--- src/rtl/ctrl_pipe_if.sv ---
// Handshake/bus bundle for ctrl_pipe; the performance counter signals exist
// only when CTRL_PIPE_PERF_EN is defined.
interface ctrl_pipe_if #(
    parameter int W = 14,
    parameter int N = 3
);
    logic               in_valid;
    logic [W-1:0]       in_ctrl;
    logic               in_ready;
    logic [N-1:0]       stall_req;
    logic [N-1:0]       flush_req;
    logic               out_ready;
    logic [N-1:0]       stage_valid;
    logic [N*W-1:0]     stage_ctrl;
    logic [N-1:0]       held;
    logic               out_valid;
    logic [W-1:0]       out_ctrl;
`ifdef CTRL_PIPE_PERF_EN
    logic               perf_clr;
    logic [31:0]        stall_cycles;
    logic [31:0]        bubble_cycles;

    modport master (
        output in_valid, in_ctrl, stall_req, flush_req, out_ready, perf_clr,
        input  in_ready, stage_valid, stage_ctrl, held, out_valid, out_ctrl,
               stall_cycles, bubble_cycles
    );
    modport slave (
        input  in_valid, in_ctrl, stall_req, flush_req, out_ready, perf_clr,
        output in_ready, stage_valid, stage_ctrl, held, out_valid, out_ctrl,
               stall_cycles, bubble_cycles
    );
`else
    modport master (
        output in_valid, in_ctrl, stall_req, flush_req, out_ready,
        input  in_ready, stage_valid, stage_ctrl, held, out_valid, out_ctrl
    );
    modport slave (
        input  in_valid, in_ctrl, stall_req, flush_req, out_ready,
        output in_ready, stage_valid, stage_ctrl, held, out_valid, out_ctrl
    );
`endif
endinterface

--- src/rtl/ctrl_pipe.sv ---
// N-stage control pipeline with per-stage stall/flush and bubble squeezing.
// Optional cycle counters are built only when CTRL_PIPE_PERF_EN is defined.
module ctrl_pipe #(
    parameter int W = 14,
    parameter int N = 3
) (
    input  logic        clk,
    input  logic        rst,
    ctrl_pipe_if.slave  bus
);
    logic [N-1:0]         r_valid;
    logic [N-1:0][W-1:0]  r_ctrl;
    logic [N-1:0]         w_held;
    logic [N-1:0]         w_valid_nxt;
    logic [N-1:0][W-1:0]  w_ctrl_nxt;

    // A stage is held by downstream only while it actually carries a bundle,
    // so bubbles are squeezed out instead of propagating the hold upstream.
    always_comb begin
        // NOTE: every always_comb output gets a default first so no path can infer a latch.
        w_held = bus.stall_req;
        w_held[N-1] = bus.stall_req[N-1] | (r_valid[N-1] & ~bus.out_ready);
        for (int k = N - 2; k >= 0; k--) begin
            w_held[k] = bus.stall_req[k] | (r_valid[k] & w_held[k+1]);
        end
    end

    always_comb begin
        w_valid_nxt = r_valid;
        w_ctrl_nxt  = r_ctrl;
        if (!w_held[0]) begin
            w_valid_nxt[0] = bus.in_valid;
            w_ctrl_nxt[0]  = bus.in_ctrl;
        end
        for (int k = 1; k < N; k++) begin
            if (!w_held[k]) begin
                w_valid_nxt[k] = w_held[k-1] ? 1'b0 : r_valid[k-1];
                w_ctrl_nxt[k]  = r_ctrl[k-1];
            end
        end
        // Flush overrides both hold and load; bubbles always carry zero control.
        for (int k = 0; k < N; k++) begin
            if (bus.flush_req[k]) begin
                w_valid_nxt[k] = 1'b0;
            end
            if (!w_valid_nxt[k]) begin
                w_ctrl_nxt[k] = '0;
            end
        end
    end

    always_ff @(posedge clk or negedge rst) begin
        if (!rst) begin
            // NOTE: sequential state uses non-blocking assignments only, so every
            // stage samples its neighbour's pre-edge value.
            r_valid <= '0;
            r_ctrl  <= '0;
        end else begin
            r_valid <= w_valid_nxt;
            r_ctrl  <= w_ctrl_nxt;
        end
    end

    assign bus.in_ready    = ~w_held[0];
    assign bus.held        = w_held;
    assign bus.stage_valid = r_valid;
    assign bus.stage_ctrl  = r_ctrl;
    assign bus.out_valid   = r_valid[N-1];
    assign bus.out_ctrl    = r_ctrl[N-1];

`ifdef CTRL_PIPE_PERF_EN
    logic [31:0] r_stall_cycles;
    logic [31:0] r_bubble_cycles;

    always_ff @(posedge clk or negedge rst) begin
        if (!rst) begin
            r_stall_cycles  <= '0;
            r_bubble_cycles <= '0;
        end else if (bus.perf_clr) begin
            r_stall_cycles  <= '0;
            r_bubble_cycles <= '0;
        end else begin
            if (bus.in_valid && w_held[0] && (r_stall_cycles != 32'hFFFF_FFFF)) begin
                r_stall_cycles <= r_stall_cycles + 32'd1;
            end
            if (!r_valid[N-1] && (r_bubble_cycles != 32'hFFFF_FFFF)) begin
                r_bubble_cycles <= r_bubble_cycles + 32'd1;
            end
        end
    end

    assign bus.stall_cycles  = r_stall_cycles;
    assign bus.bubble_cycles = r_bubble_cycles;
`endif
endmodule

--- src/flat_wrapper.sv ---
// flat-port wrapper written by rule: the top's interface ports become plain ports
module ctrl_pipe_flat 
#(
    parameter int W = 14,
    parameter int N = 3
)
  (clk, rst, bus_in_valid, bus_in_ctrl, bus_stall_req, bus_flush_req, bus_out_ready, bus_in_ready, bus_stage_valid, bus_stage_ctrl, bus_held, bus_out_valid, bus_out_ctrl);
  ctrl_pipe_if #(.W(W), .N(N)) bus_i ();
  input  logic clk;
  input  logic rst;
  input wire logic [$bits(bus_i.in_valid)-1:0] bus_in_valid;
  input wire logic [$bits(bus_i.in_ctrl)-1:0] bus_in_ctrl;
  input wire logic [$bits(bus_i.stall_req)-1:0] bus_stall_req;
  input wire logic [$bits(bus_i.flush_req)-1:0] bus_flush_req;
  input wire logic [$bits(bus_i.out_ready)-1:0] bus_out_ready;
  output wire logic [$bits(bus_i.in_ready)-1:0] bus_in_ready;
  output wire logic [$bits(bus_i.stage_valid)-1:0] bus_stage_valid;
  output wire logic [$bits(bus_i.stage_ctrl)-1:0] bus_stage_ctrl;
  output wire logic [$bits(bus_i.held)-1:0] bus_held;
  output wire logic [$bits(bus_i.out_valid)-1:0] bus_out_valid;
  output wire logic [$bits(bus_i.out_ctrl)-1:0] bus_out_ctrl;
  assign bus_i.in_valid = bus_in_valid;
  assign bus_i.in_ctrl = bus_in_ctrl;
  assign bus_i.stall_req = bus_stall_req;
  assign bus_i.flush_req = bus_flush_req;
  assign bus_i.out_ready = bus_out_ready;
  assign bus_in_ready = bus_i.in_ready;
  assign bus_stage_valid = bus_i.stage_valid;
  assign bus_stage_ctrl = bus_i.stage_ctrl;
  assign bus_held = bus_i.held;
  assign bus_out_valid = bus_i.out_valid;
  assign bus_out_ctrl = bus_i.out_ctrl;
  ctrl_pipe #(.W(W), .N(N)) u_core (.clk(clk), .rst(rst), .bus(bus_i));
endmodule
--- config.mk ---
export PLATFORM = sky130hd
export DESIGN_NAME = ctrl_pipe_flat
export DESIGN_NICKNAME = d
export VERILOG_FILES = /design/src/rtl/ctrl_pipe_if.sv /design/src/rtl/ctrl_pipe.sv /design/src/flat_wrapper.sv
export SDC_FILE = /design/constraint.sdc
export NUM_CORES = 1
export LEC_CHECK = 0
export ABC_AREA = 0
export BUFFER_PORTS_ARGS = -buffer_cell sky130_fd_sc_hd__buf_4
export CORE_MARGIN = 4
export CORE_UTILIZATION = 43
export DETAILED_ROUTE_END_ITERATION = 16
export GPL_TIMING_DRIVEN = 0
export PLACE_DENSITY = 0.75
export SYNTH_ARGS = -nofsm -noshare
export SYNTH_HDL_FRONTEND = slang
export SYNTH_SLANG_ARGS = --single-unit
--- constraint.sdc ---
create_clock -name clk -period 1.4 [get_ports clk]
set_input_delay 0.14 -clock clk [delete_from_list [all_inputs] [get_ports clk]]
set_output_delay 0.14 -clock clk [all_outputs]
set_load 0.02 [all_outputs]
==> results.txt, run 1 <==
----------------------------------------------------
[Clock network]
  TritonCTS clock tree ... done
  Total clock sinks ... 45
  Clk slew on worst S/H paths ... roughly 0.080 ns
  Root cell of the clock tree ... sky130_fd_sc_hd__clkbuf_8
  Cts bufs inserted ... 5
  Clock insertion delay at the later pin of the skew report ... ~0.3 ns
  H-tree depth reported by CTS ... 2
  Buffer levels on the longest clock path ... 2

[Drt]
  Total number of vias ... between 1500 and 2000
  Total DRC errors in the routed layout ... 0
  Number of DRC markers in iteration 0 ... 80
  Final ANT Viol Nets ... 0
  First-pass iteration count of the detailed router ... 4
  Per-cell routed wire length ... approximately 14 um
  Post-DR vias/cell ... 4.88
  Drt total wl ... between 5000 and 6000 um

[Worst setup path]
  Kind of start point of the critical path ... flip-flop
  Maximum fanout encountered on the critical timing path ... 3
  Reg2Reg Setup Slack ... -0.12 ns
  Reg2Reg Launch Point ... u_core.bus.stage_valid[2]$_DFF_PN0_
  Worst flop-to-flop path endpoint ... u_core.bus.stage_ctrl[22]$_DFFE_PN0P_
  Required @ worst endpoint ... ~1.3 ns
  Arrival time at the worst endpoint ... between 1 and 1.5 ns
  Path type of the worst setup path ... reg2out
  Type of element capturing the critical path ... output port
  FF-to-FF path depth ... 7

[Worst hold path]
  Startpoint of the tightest hold check path ... bus_in_ctrl[2]
  Sink of the worst hold path ... u_core.bus.stage_ctrl[2]$_DFFE_PN0P_
  Worst Hold Depth ... 3
  Hold/Removal Path Class ... in2reg

[Synthesis]
  Gate count of the mapped netlist ... ~220
  Summed instance area of the synthesized netlist ... between 2000 and 2500 sq um
  Sequential share of the synthesized area ... between 50% and 60%
  Number of synthesized register bits ... 45
  Yosys warning count ... 0
  Number of library cell types mapped by synthesis ... 25
  Post-synthesis net count ... 247
  Avg Synthesized Cell Area ... just under 10 sq um

[Power]
  Static leakage power ... ~1.6 nW
  Peak supply drop ... approximately 0.00059 V
  Power density over the cells ... 834 nW/um^2
  Design Power ... between 2 and 3 mW

[Floorplan]
  Die area ... around 6200 sq um
  Die height ... roughly 79 um
  Core Region ... between 4000 and 5000 sq um
  Std-Cell Rows ... 25
  Die X-Extent ... 78.7 um
  Boundary pin count ... 88
  Starting density of the core ... approximately 45%

[Placed design]
  HPWL after DPL ... a little under 4000 um
  I/O Buffers ... 87
  GPL Wtd Cong ... 0.813
  Setup slack at placement ... -0.262 ns

[Global route]
  Number of global-route vias before repair ... between 1500 and 2000
  Pin count of the biggest net entering global routing ... 46
  Met3 GRT Util ... under 10%
  Global-route wire length before repair ... roughly 9000 um
  Met1 routing resource usage after global routing ... 22.8%
  Met2 GRT Util ... a little under a third
  Overall Global Routing Usage ... between 10% and 20%
  Layer carrying the most global-route usage ... met2
  Antenna violations before repair ... 0
  Sum of overflow across all layers after global routing ... 0

[Timing]
  Max-slew violation count ... 0
  Slew at the pin closest to its max-slew limit ... 0.551 ns
  Hold violation count in the final report ... 0
  Min cycle time layout ... 1.62 ns
  Worst slew margin relative to its limit ... 63.3%
  Number of setup violations in the final report ... 24
  Clock Skews ... about 0.0064 ns
  Highest attainable clock frequency ... between 600 and 700 MHz
  Worst Hold Margin ... approximately 0.1 ns
  Setup repair after global routing missed its margin ... yes
  Fraction of the cycle the final worst path needs ... 116%
  Final Worst Setup Slack ... -0.224 ns

[Final layout]
  Signed area change from the synthesized netlist to the final layout ... 51.5%
  Antenna fix cells ... 0
  Share of final-layout standard cells stronger than drive strength 1 ... between 40% and 50%
  Commonest cells after routing, fill and taps aside ... sky130_fd_sc_hd__buf_4 (113), sky130_fd_sc_hd__nand2_1 (56), sky130_fd_sc_hd__dfrtp_1 (42)
  # nets final ... 356
  Filler cells ... between 400 and 500
  Most common cell after layout, fill and taps aside ... sky130_fd_sc_hd__buf_4

[Flow run]
  Count of maximum capacitance violations ... 0

[Outcome]
  Status ... finished, violations left
  Violated checks ... setup timing

----------------------------------------------------
## per-layer routing
metal | up-vias | share of wire [%]
met4 | 0 | 1.5
met1 | 917 | 41
met5 | - | 0
li1 | 961 | -
met3 | 8 | 5.5
met2 | 64 | 52
## synthesized netlist by cell type
cell type / count / share of area [%]
sky130_fd_sc_hd__a211oi_2: 1 / 0.58
sky130_fd_sc_hd__a21boi_0: 1 / 0.35
sky130_fd_sc_hd__a21o_1: 3 / 1.0
sky130_fd_sc_hd__a21oi_1: 21 / 4.9
sky130_fd_sc_hd__a21oi_2: 9 / 3.7
sky130_fd_sc_hd__a21oi_4: 1 / 0.76
sky130_fd_sc_hd__buf_2: 5 / 1.2
sky130_fd_sc_hd__buf_4: 15 / 5.2
sky130_fd_sc_hd__buf_6: 2 / 1.0
sky130_fd_sc_hd__clkbuf_1: 5 / 0.87
sky130_fd_sc_hd__dfrtp_1: 45 / 52
sky130_fd_sc_hd__inv_1: 5 / 0.87
sky130_fd_sc_hd__inv_2: 2 / 0.35
sky130_fd_sc_hd__mux2i_1: 14 / 6.5
sky130_fd_sc_hd__nand2_1: 56 / 9.8
sky130_fd_sc_hd__nand2b_1: 1 / 0.29
sky130_fd_sc_hd__nand4_1: 14 / 4.1
sky130_fd_sc_hd__nor2_1: 2 / 0.35
sky130_fd_sc_hd__nor2_4: 1 / 0.52
sky130_fd_sc_hd__nor2b_1: 1 / 0.29
sky130_fd_sc_hd__nor3_1: 1 / 0.23
sky130_fd_sc_hd__o211a_1: 1 / 0.47
sky130_fd_sc_hd__o211ai_1: 1 / 0.35
sky130_fd_sc_hd__o21ai_0: 15 / 3.5
sky130_fd_sc_hd__or3_1: 1 / 0.29
## critical path: stages (launching register included)
cell and delay [ns]:
sky130_fd_sc_hd__dfrtp_2 0.42, sky130_fd_sc_hd__nor2b_4 0.15, sky130_fd_sc_hd__o211a_4 0.24, sky130_fd_sc_hd__buf_6 0.13, sky130_fd_sc_hd__nor2_4 0.08, sky130_fd_sc_hd__inv_2 0.04
sky130_fd_sc_hd__buf_6 0.12
## state kept, by name, summed over array words and instances (netlist names)
signal and count:
u_core.bus.stage_ctrl 28, u_core.bus.out_ctrl 14, u_core.bus.stage_valid 3
## area by class of cell
cell class | instances | area (sq um) | share of cell area [%]
Multi-Input combinational cell | 144 | 888 | 27.3
Clock inverter | 1 | 30.0 | 0.923
Sequential cell | 45 | 1130 | 34.7
Clock buffer | 7 | 86.3 | 2.65
Buffer | 26 | 209 | 6.42
Tap cell | 67 | 83.8 | 2.58
Timing Repair Buffer | 103 | 795 | 24.4
Inverter | 7 | 31.3 | 0.962
## power breakdown
group	internal, mW	total, mW	switching (mW)	leakage [nW]
logic	0.164	0.371	0.206	0.887
clock network	0.582	1.01	0.425	0.0585
registers	1.32	1.34	0.0198	0.620
total	2.06	2.71	0.651	1.57
## how the worst max path moves through the flow
stage,start,end,cells after the start
CTS,u_core.bus.stage_valid[2]$_DFF_PN0_,bus_held[0],6
global route,u_core.bus.stage_valid[2]$_DFF_PN0_,bus_held[0],6
finish,u_core.bus.stage_valid[2]$_DFF_PN0_,bus_held[0],6
global placement,u_core.bus.stage_valid[2]$_DFF_PN0_,bus_held[1],7
floorplan,u_core.bus.stage_valid[2]$_DFF_PN0_,u_core.bus.stage_ctrl[14]$_DFFE_PN0P_,6
detailed placement,u_core.bus.stage_valid[2]$_DFF_PN0_,bus_held[1],7
## cells by family (layout without fill, tap and decap cells)
kind of cell / Yosys count / after routing / share of synthesized area [%]
and+or+nand+nor: 77 / 77 / 15.9
muxes: 14 / 14 / 6.53
buffers and inverters: 34 / 144 / 9.56
DFF: 45 / 45 / 52.4
AOI/OAI and AO/OA: 53 / 53 / 15.6
## metrics by stage
step | util [%] | TNS (ns) | std cells | area, sq um
detailed placement | 60.7 | -3.54 | 377 | 2910
global placement | 60.7 | -3.11 | 377 | 2910
global route | 68.0 | -3.99 | 400 | 3250
finish | 68.0 | -1.95 | 400 | 3250
CTS | 65.6 | -2.31 | 394 | 3140
floorplan | - | -1.25 | 223 | 2170
## what timing repair did
item,in CTS,in global routing
resized for setup,15,25
buffers inserted,8,5
endpoints found under the setup margin,38,45
endpoints found under the hold margin,45,0
pin swaps,4,12
hold buffers,1,0
gates cloned,1,2
Power figures use the tool's default switching activity.
==> inputs of run 2 (changes only) <==
--- a/config.mk
+++ b/config.mk
@@ -9,3 +9,2 @@
 export BUFFER_PORTS_ARGS = -buffer_cell sky130_fd_sc_hd__buf_4
-export CORE_MARGIN = 4
 export CORE_UTILIZATION = 43
--- a/constraint.sdc
+++ b/constraint.sdc
@@ -3,2 +3,2 @@
 set_output_delay 0.14 -clock clk [all_outputs]
-set_load 0.02 [all_outputs]
+set_load 0.01 [all_outputs]
==> results.txt, run 2 (same netlist as run 1, synthesis figures left out) <==
----------------------------------------------------
[Timing]
  Hold violation count in the final report ... 0 (unchanged)
  Slew at the pin closest to its max-slew limit ... 0.572 ns (was 0.551 ns)
  Setup repair after global routing missed its margin ... yes (unchanged)
  Worst slew margin relative to its limit ... 61.8% (was 63.3%)
  Max-slew violation count ... 0 (unchanged)
  Fraction of the cycle the final worst path needs ... 110% (was 116%)
  Min cycle time layout ... 1.54 ns (was 1.62 ns)
  Final Worst Setup Slack ... -0.138 ns (was -0.224 ns)
  Highest attainable clock frequency ... 650 MHz (was 616 MHz)
  Clock Skews ... 0.00943 ns (was 0.00638 ns)
  Number of setup violations in the final report ... 21 (was 24)

[Global route]
  Met2 GRT Util ... 36.1% (was 30.7%)
  Met3 GRT Util ... 4.56% (was 4.59%)
  Met1 routing resource usage after global routing ... 28.4% (was 22.8%)
  Antenna violations before repair ... 0 (unchanged)
  Overall Global Routing Usage ... 21.6% (was 18.2%)
  Layer carrying the most global-route usage ... met2 (unchanged)
  Sum of overflow across all layers after global routing ... 0 (unchanged)
  Pin count of the biggest net entering global routing ... 46 (unchanged)
  Global-route wire length before repair ... 8830 um (was 8890 um)
  Number of global-route vias before repair ... 1872 (was 1878)

[Power]
  Clock group share of total power ... 36.4% (was 37.1%)
  Reported net switching power ... 0.645 mW (was 0.651 mW)
  Int Pwr ... 2.10 mW (was 2.06 mW)
  Fraction of power spent switching nets ... 23.5% (was 24.0%)
  Power density over the cells ... 800 nW/um^2 (was 834 nW/um^2)
  Logic pwr share ... 15.0% (was 13.7%)
  Peak supply drop ... 0.000620 V (was 0.000591 V)
  Fraction of power consumed by sequential logic ... 48.6% (was 49.2%)
  Static leakage power ... 1.68 nW (was 1.57 nW)

[Drt]
  Total DRC errors in the routed layout ... 0 (unchanged)
  Per-cell routed wire length ... 14.1 um (was 14.5 um)
  Drt total wl ... 5770 um (was 5790 um)
  First-pass iteration count of the detailed router ... 4 (unchanged)
  Total number of vias ... 2006 (was 1950)
  Post-DR vias/cell ... 4.89 (was 4.88)
  Number of DRC markers in iteration 0 ... 132 (was 80)
  Final ANT Viol Nets ... 0 (unchanged)

[Final layout]
  # nets final ... 366 (was 356)
  Antenna fix cells ... 0 (unchanged)
  Most common cell after layout, fill and taps aside ... sky130_fd_sc_hd__buf_4 (unchanged)
  Flip-flop count of the largest register after layout ... 28 (unchanged)
  Share of final-layout standard cells stronger than drive strength 1 ... 53.9% (was 49.8%)
  Final Instance Count excl. Fillers ... 410 (was 400)
  Signed area change from the synthesized netlist to the final layout ... 59.8% (was 51.5%)
  Cell area after layout ... 3430 sq um (was 3250 sq um)
  Commonest cells after routing, fill and taps aside ... sky130_fd_sc_hd__buf_4 (120), sky130_fd_sc_hd__nand2_1 (48), sky130_fd_sc_hd__dfrtp_1 (43) (was sky130_fd_sc_hd__buf_4 (113), sky130_fd_sc_hd__nand2_1 (56), sky130_fd_sc_hd__dfrtp_1 (42))

[Floorplan]
  Starting density of the core ... 45.2% (was 44.9%)
  Die X-Extent ... 72.7 um (was 78.7 um)
  Die area ... 5280 sq um (was 6190 sq um)
  Core Region ... 4750 sq um (was 4790 sq um)
  Boundary pin count ... 88 (unchanged)
  Die height ... 72.7 um (was 78.7 um)
  Std-Cell Rows ... 25 (unchanged)

[Worst setup path]
  Worst flop-to-flop path endpoint ... u_core.bus.stage_ctrl[26]$_DFFE_PN0P_ (was u_core.bus.stage_ctrl[22]$_DFFE_PN0P_)
  Maximum fanout encountered on the critical timing path ... 3 (unchanged)
  Type of element capturing the critical path ... output port (unchanged)
  Cell family contributing the most delay on the critical path ... flip-flops (unchanged)
  Delay of the slowest critical-path stage ... 0.39 ns (was 0.42 ns)
  Reg2Reg Setup Slack ... -0.08 ns (was -0.12 ns)
  Reg2Reg Launch Point ... u_core.bus.stage_valid[2]$_DFF_PN0_ (unchanged)
  Arrival time at the worst endpoint ... 1.40 ns (was 1.48 ns)
  Crit path buf inv count ... 4 (was 3)
  Path type of the worst setup path ... reg2out (unchanged)
  FF-to-FF path depth ... 8 (was 7)
  Slowest stage cell on the critical path ... sky130_fd_sc_hd__dfrtp_1 (was sky130_fd_sc_hd__dfrtp_2)
  Kind of start point of the critical path ... flip-flop (unchanged)
  Required @ worst endpoint ... 1.26 ns (about the same)
  List of cells traversed by the critical path ... nor2b_4 > nor2_4 > inv_4 > a21oi_4 > buf_8 > inv_2 > buf_6 (was nor2b_4 > o211a_4 > buf_6 > nor2_4 > inv_2 > buf_6)

[Worst hold path]
  Startpoint of the tightest hold check path ... bus_in_ctrl[10] (was bus_in_ctrl[2])
  Hold/Removal Path Class ... in2reg (unchanged)
  Worst Hold Depth ... 3 (unchanged)
  Sink of the worst hold path ... u_core.bus.stage_ctrl[10]$_DFFE_PN0P_ (was u_core.bus.stage_ctrl[2]$_DFFE_PN0P_)

[Clock network]
  Clk slew on worst S/H paths ... 0.08 ns (about the same)
  Clock insertion delay at the later pin of the skew report ... 0.29 ns (was 0.30 ns)
  Root cell of the clock tree ... sky130_fd_sc_hd__clkbuf_8 (unchanged)
  Buffer levels on the longest clock path ... 2 (unchanged)
  Total clock sinks ... 45 (unchanged)
  H-tree depth reported by CTS ... 2 (unchanged)
  Cts bufs inserted ... 5 (unchanged)
  TritonCTS clock tree ... done (unchanged)

[Placed design]
  HPWL after DPL ... 3870 um (was 3960 um)
  GPL Wtd Cong ... 0.815 (was 0.813)
  Placed inst area ... 2890 sq um (was 2910 sq um)
  I/O Buffers ... 87 (unchanged)
  Setup slack at placement ... -0.293 ns (was -0.262 ns)
  Number of placed instances with taps included ... 377 (unchanged)

[Outcome]
  Status ... finished, violations left (unchanged)
  Violated checks ... setup timing (unchanged)

[Flow run]
  Count of maximum capacitance violations ... 0 (unchanged)

----------------------------------------------------
## run 2: changes by cell type in the layout (fill, tap and decap cells not counted), sizes merged
cell	change
clkbuf	-3
buf	+13
## run 2: worst register-to-register path: stages (launching register included)
cell and delay [ns]:
sky130_fd_sc_hd__dfrtp_1 0.39, sky130_fd_sc_hd__nor2b_4 0.15, sky130_fd_sc_hd__nor2_4 0.11, sky130_fd_sc_hd__inv_4 0.06, sky130_fd_sc_hd__a21oi_4 0.15, sky130_fd_sc_hd__buf_8 0.12, sky130_fd_sc_hd__buf_4 0.11, sky130_fd_sc_hd__buf_12 0.13
sky130_fd_sc_hd__mux2i_1 0.19
## run 2: layer usage
layer | part of all wire (%) | vias to the layer above
li1 | - | 982
met1 | 43 | 957
met2 | 51 | 60
met3 | 4.2 | 7
met4 | 0.87 | 0
met5 | 0 | -
## run 2: worst max path at each step
| stage | from | end | slack [ns] | cells past startpoint |
|---|---|---|---|---|
| 5_1_grt | u_core.bus.stage_valid[2]$_DFF_PN0_ | bus_held[1] | -0.19 | 7 |
| 2_1_floorplan | u_core.bus.stage_valid[2]$_DFF_PN0_ | u_core.bus.stage_ctrl[14]$_DFFE_PN0P_ | -0.09 | 6 |
| 3_5_place_dp | u_core.bus.stage_valid[2]$_DFF_PN0_ | bus_held[1] | -0.29 | 7 |
| 3_3_place_gp | u_core.bus.stage_valid[2]$_DFF_PN0_ | bus_held[1] | -0.27 | 7 |
| 4_1_cts | u_core.bus.stage_valid[2]$_DFF_PN0_ | bus_held[0] | -0.19 | 6 |
| 6_report | u_core.bus.stage_valid[2]$_DFF_PN0_ | bus_held[1] | -0.14 | 7 |
## run 2: power by group through the flow
| stage | Combinational [mW] | Clock, mW | Sequential [mW] |
|---|---|---|---|
| after floorplan | 0.126 | 0 | 1.36 |
| after global placement | 0.284 | 0 | 1.36 |
| after detailed placement | 0.287 | 0 | 1.36 |
| after CTS | 0.340 | 1.02 | 1.33 |
| after global routing | 0.440 | 1.07 | 1.34 |
| final | 0.411 | 1.00 | 1.33 |
## run 2: area by class of cell
cell class / instances / area (sq um)
buffer: 25 / 205
clock buffer: 7 / 86.3
clock inverter: 1 / 30.0
fill: 362 / 1320
inverter: 7 / 31.3
multi-input combinational: 144 / 943
sequential: 45 / 1130
tap: 67 / 83.8
timing repair buffer: 114 / 922
## run 2: what timing repair did
item                                    4_1_cts  5_1_grt
pin swaps                                     4       18
gates resized for setup                      19       55
cloned                                        0        2
setup buffers                                14       11
endpoints found under the setup margin       40       45
hold buffers                                  1        0
endpoints found under the hold margin        45        0
## run 2: per-stage QoR
step / hold WS [ns] / TNS, ns / power (mW) / util, %
floorplan: -0.156 / -0.854 / 1.49 / -
global placement: 0.171 / -4.31 / 1.64 / 60.9
detailed placement: 0.173 / -5.11 / 1.65 / 60.9
CTS: 0.101 / -1.47 / 2.69 / 66.9
global route: 0.0972 / -2.22 / 2.84 / 72.2
finish: 0.111 / -1.05 / 2.74 / 72.2
==> inputs of run 3 (changes only) <==
Settings changed: CELL_PAD_IN_SITES_DETAIL_PLACEMENT from default to 1, CELL_PAD_IN_SITES_GLOBAL_PLACEMENT from default to 1, CORE_MARGIN from default to 2, CORE_UTILIZATION 43 to 32, PLACE_DENSITY 0.75 to default, PLACE_DENSITY_LB_ADDON from default to 0.1.
==> results.txt, run 3 (same netlist as run 1, synthesis figures left out) <==
----------------------------------------------------
[Timing]
  Hold violation count in the final report ... 0 (unchanged)
  Min cycle time layout ... 1.58 ns (was 1.54 ns)
  Worst slew margin relative to its limit ... 60.1% (was 61.8%)
  Final Worst Setup Slack ... -0.180 ns (was -0.138 ns)
  Worst Hold Margin ... 0.0939 ns (was 0.111 ns)
  Number of setup violations in the final report ... 17 (was 21)
  Clock Skews ... 0.00702 ns (was 0.00943 ns)
  Setup repair after global routing missed its margin ... yes (unchanged)
  Highest attainable clock frequency ... 633 MHz (was 650 MHz)
  Fraction of the cycle the final worst path needs ... 113% (was 110%)
  Max-slew violation count ... 0 (unchanged)
  Final total negative setup slack ... -0.981 ns (was -1.05 ns)
  Slew at the pin closest to its max-slew limit ... 0.599 ns (was 0.572 ns)

[Worst setup path]
  Most used cell, CP ... sky130_fd_sc_hd__buf_6
  Delay of the slowest critical-path stage ... 0.39 ns (about the same)
  Arrival time at the worst endpoint ... 1.44 ns (was 1.40 ns)
  Worst flop-to-flop path endpoint ... u_core.bus.out_ctrl[6]$_DFFE_PN0P_ (was u_core.bus.stage_ctrl[26]$_DFFE_PN0P_)
  Reg2Reg Launch Point ... u_core.bus.stage_valid[1]$_DFF_PN0_ (was u_core.bus.stage_valid[2]$_DFF_PN0_)
  Type of element capturing the critical path ... output port (unchanged)
  Maximum fanout encountered on the critical timing path ... 3 (unchanged)
  Path type of the worst setup path ... reg2out (unchanged)
  Slowest stage cell on the critical path ... sky130_fd_sc_hd__dfrtp_1 (unchanged)
  Required @ worst endpoint ... 1.26 ns (about the same)
  Kind of start point of the critical path ... flip-flop (unchanged)
  Reg2Reg Setup Slack ... -0.04 ns (was -0.08 ns)
  FF-to-FF path depth ... 5 (was 8)
  List of cells traversed by the critical path ... nor2b_4 > o211a_4 > buf_6 > nor2_4 > inv_2 > buf_6 (was nor2b_4 > nor2_4 > inv_4 > a21oi_4 > buf_8 > inv_2 > buf_6)

[Final layout]
  # nets final ... 361 (was 366)
  Filler cells ... 747 (was 362)
  Antenna fix cells ... 0 (unchanged)
  Flip-flop count of the largest register after layout ... 28 (unchanged)
  Most common cell after layout, fill and taps aside ... sky130_fd_sc_hd__buf_4 (unchanged)
  Final Instance Count excl. Fillers ... 415 (was 410)
  Cell area after layout ... 3360 sq um (was 3430 sq um)
  Signed area change from the synthesized netlist to the final layout ... 56.4% (was 59.8%)
  Commonest cells after routing, fill and taps aside ... sky130_fd_sc_hd__buf_4 (114), sky130_fd_sc_hd__nand2_1 (52), sky130_fd_sc_hd__dfrtp_1 (43) (was sky130_fd_sc_hd__buf_4 (120), sky130_fd_sc_hd__nand2_1 (48), sky130_fd_sc_hd__dfrtp_1 (43))
  Share of final-layout standard cells stronger than drive strength 1 ... 51.5% (was 53.9%)

[Global route]
  Overall Global Routing Usage ... 17.5% (was 21.6%)
  Number of global-route vias before repair ... 1952 (was 1872)
  Antenna violations before repair ... 0 (unchanged)
  Global-route wire length before repair ... 10100 um (was 8830 um)
  Sum of overflow across all layers after global routing ... 0 (unchanged)
  Pin count of the biggest net entering global routing ... 46 (unchanged)

[Floorplan]
  Die height ... 85.9 um (was 72.7 um)
  Boundary pin count ... 88 (unchanged)
  Starting density of the core ... 33.4% (was 45.2%)
  Std-Cell Rows ... 29 (was 25)
  Core Region ... 6420 sq um (was 4750 sq um)
  Die X-Extent ... 85.9 um (was 72.7 um)
  Die area ... 7380 sq um (was 5280 sq um)

[Drt]
  Total number of vias ... 1970 (was 2006)
  Drt total wl ... 6250 um (was 5770 um)
  Met1 wire length ... 2800 um (was 2510 um)
  Post-DR vias/cell ... 4.75 (was 4.89)
  Met2 wirelength from detailed routing ... 3030 um (was 2970 um)
  First-pass iteration count of the detailed router ... 4 (unchanged)
  Total DRC errors in the routed layout ... 0 (unchanged)
  Number of DRC markers in iteration 0 ... 90 (was 132)
  Final ANT Viol Nets ... 0 (unchanged)
  Met3 WL ... 333 um (was 243 um)
  Per-cell routed wire length ... 15.0 um (was 14.1 um)
  Topmost layer with routed signal wires ... met4 (unchanged)

[Clock network]
  Cts bufs inserted ... 5 (unchanged)
  Total clock sinks ... 45 (unchanged)
  Clock insertion delay at the later pin of the skew report ... 0.30 ns (was 0.29 ns)
  TritonCTS clock tree ... done (unchanged)
  Buffer levels on the longest clock path ... 2 (unchanged)
  Clk slew on worst S/H paths ... 0.09 ns (was 0.08 ns)
  H-tree depth reported by CTS ... 2 (unchanged)
  Root cell of the clock tree ... sky130_fd_sc_hd__clkbuf_8 (unchanged)

[Worst hold path]
  Startpoint of the tightest hold check path ... bus_in_ctrl[5] (was bus_in_ctrl[10])
  Worst Hold Depth ... 3 (unchanged)
  Hold/Removal Path Class ... in2reg (unchanged)
  Sink of the worst hold path ... u_core.bus.stage_ctrl[5]$_DFFE_PN0P_ (was u_core.bus.stage_ctrl[10]$_DFFE_PN0P_)

[Placed design]
  GPL Wtd Cong ... 0.722 (was 0.815)
  Number of placed instances with taps included ... 387 (was 377)
  I/O Buffers ... 87 (unchanged)
  HPWL after DPL ... 4280 um (was 3870 um)
  Placed inst area ... 2910 sq um (was 2890 sq um)

[Flow run]
  Count of maximum capacitance violations ... 0 (unchanged)

[Power]
  Static leakage power ... 1.62 nW (was 1.68 nW)
  Design Power ... 2.75 mW (was 2.74 mW)
  Power density over the cells ... 820 nW/um^2 (was 800 nW/um^2)
  Peak supply drop ... 0.000511 V (was 0.000620 V)

[Outcome]
  Violated checks ... setup timing (unchanged)
  Status ... finished, violations left (unchanged)

----------------------------------------------------
-- run 3: changes by cell type in the layout (fill, tap and decap cells not counted), sizes merged --
cell | previous run | this run
buf | 136 | 130
clkbuf | 9 | 10
-- run 3: power by group --
group / switching, mW / internal (mW)
Combinational: 0.202 / 0.188
Sequential: 0.0189 / 1.32
Clock: 0.446 / 0.582
-- run 3: worst max path at each step --
| stage | start | end | slack, ns | depth (start not counted) |
|---|---|---|---|---|
| 2_1_floorplan | u_core.bus.stage_valid[2]$_DFF_PN0_ | u_core.bus.stage_ctrl[14]$_DFFE_PN0P_ | -0.09 | 6 |
| 3_3_place_gp | u_core.bus.stage_valid[2]$_DFF_PN0_ | bus_held[1] | -0.30 | 7 |
| 3_5_place_dp | u_core.bus.stage_valid[2]$_DFF_PN0_ | bus_held[1] | -0.29 | 7 |
| 4_1_cts | u_core.bus.stage_valid[2]$_DFF_PN0_ | bus_held[1] | -0.20 | 7 |
| 5_1_grt | u_core.bus.stage_valid[2]$_DFF_PN0_ | bus_held[0] | -0.27 | 6 |
| 6_report | u_core.bus.stage_valid[2]$_DFF_PN0_ | bus_held[0] | -0.18 | 6 |
-- run 3: timing repair --
action,4_1_cts,5_1_grt
setup buffers,15,4
hold endpoints to repair,45,0
gates cloned,0,1
setup endpoints to repair,40,45
resized for setup,35,29
hold buffers,1,0
pin swaps,4,4
-- run 3: cell type report --
type	instances	area (sq um)	share of cell area (%)
clock inverter	1	30.0	0.894
buffer	26	234	6.97
clock buffer	7	86.3	2.57
tap	77	96.3	2.87
timing repair buffer	108	847	25.2
inverter	7	31.3	0.931
sequential	45	1130	33.6
multi-input combinational	144	905	26.9
-- run 3: critical path, delay by kind of cell (launching register included) --
family                 cells  cell delay, ns
and+or+nand+nor            2            0.24
AOI/OAI and AO/OA          1            0.25
DFF                        1            0.39
buffers and inverters      3            0.27
-- run 3: layer usage --
layer  track usage (%)  up-vias
li1                  -      975
met1              24.3      931
met2              27.4       58
met4              5.19        0
met3              3.85        6
met5                 0        -
-- run 3: per-stage QoR --
step	worst slack, ns	utilization, %
2_1_floorplan	-0.0924	-
3_3_place_gp	-0.298	45.3
3_5_place_dp	-0.295	45.3
4_1_cts	-0.205	50.5
5_1_grt	-0.268	52.3
6_report	-0.180	52.3
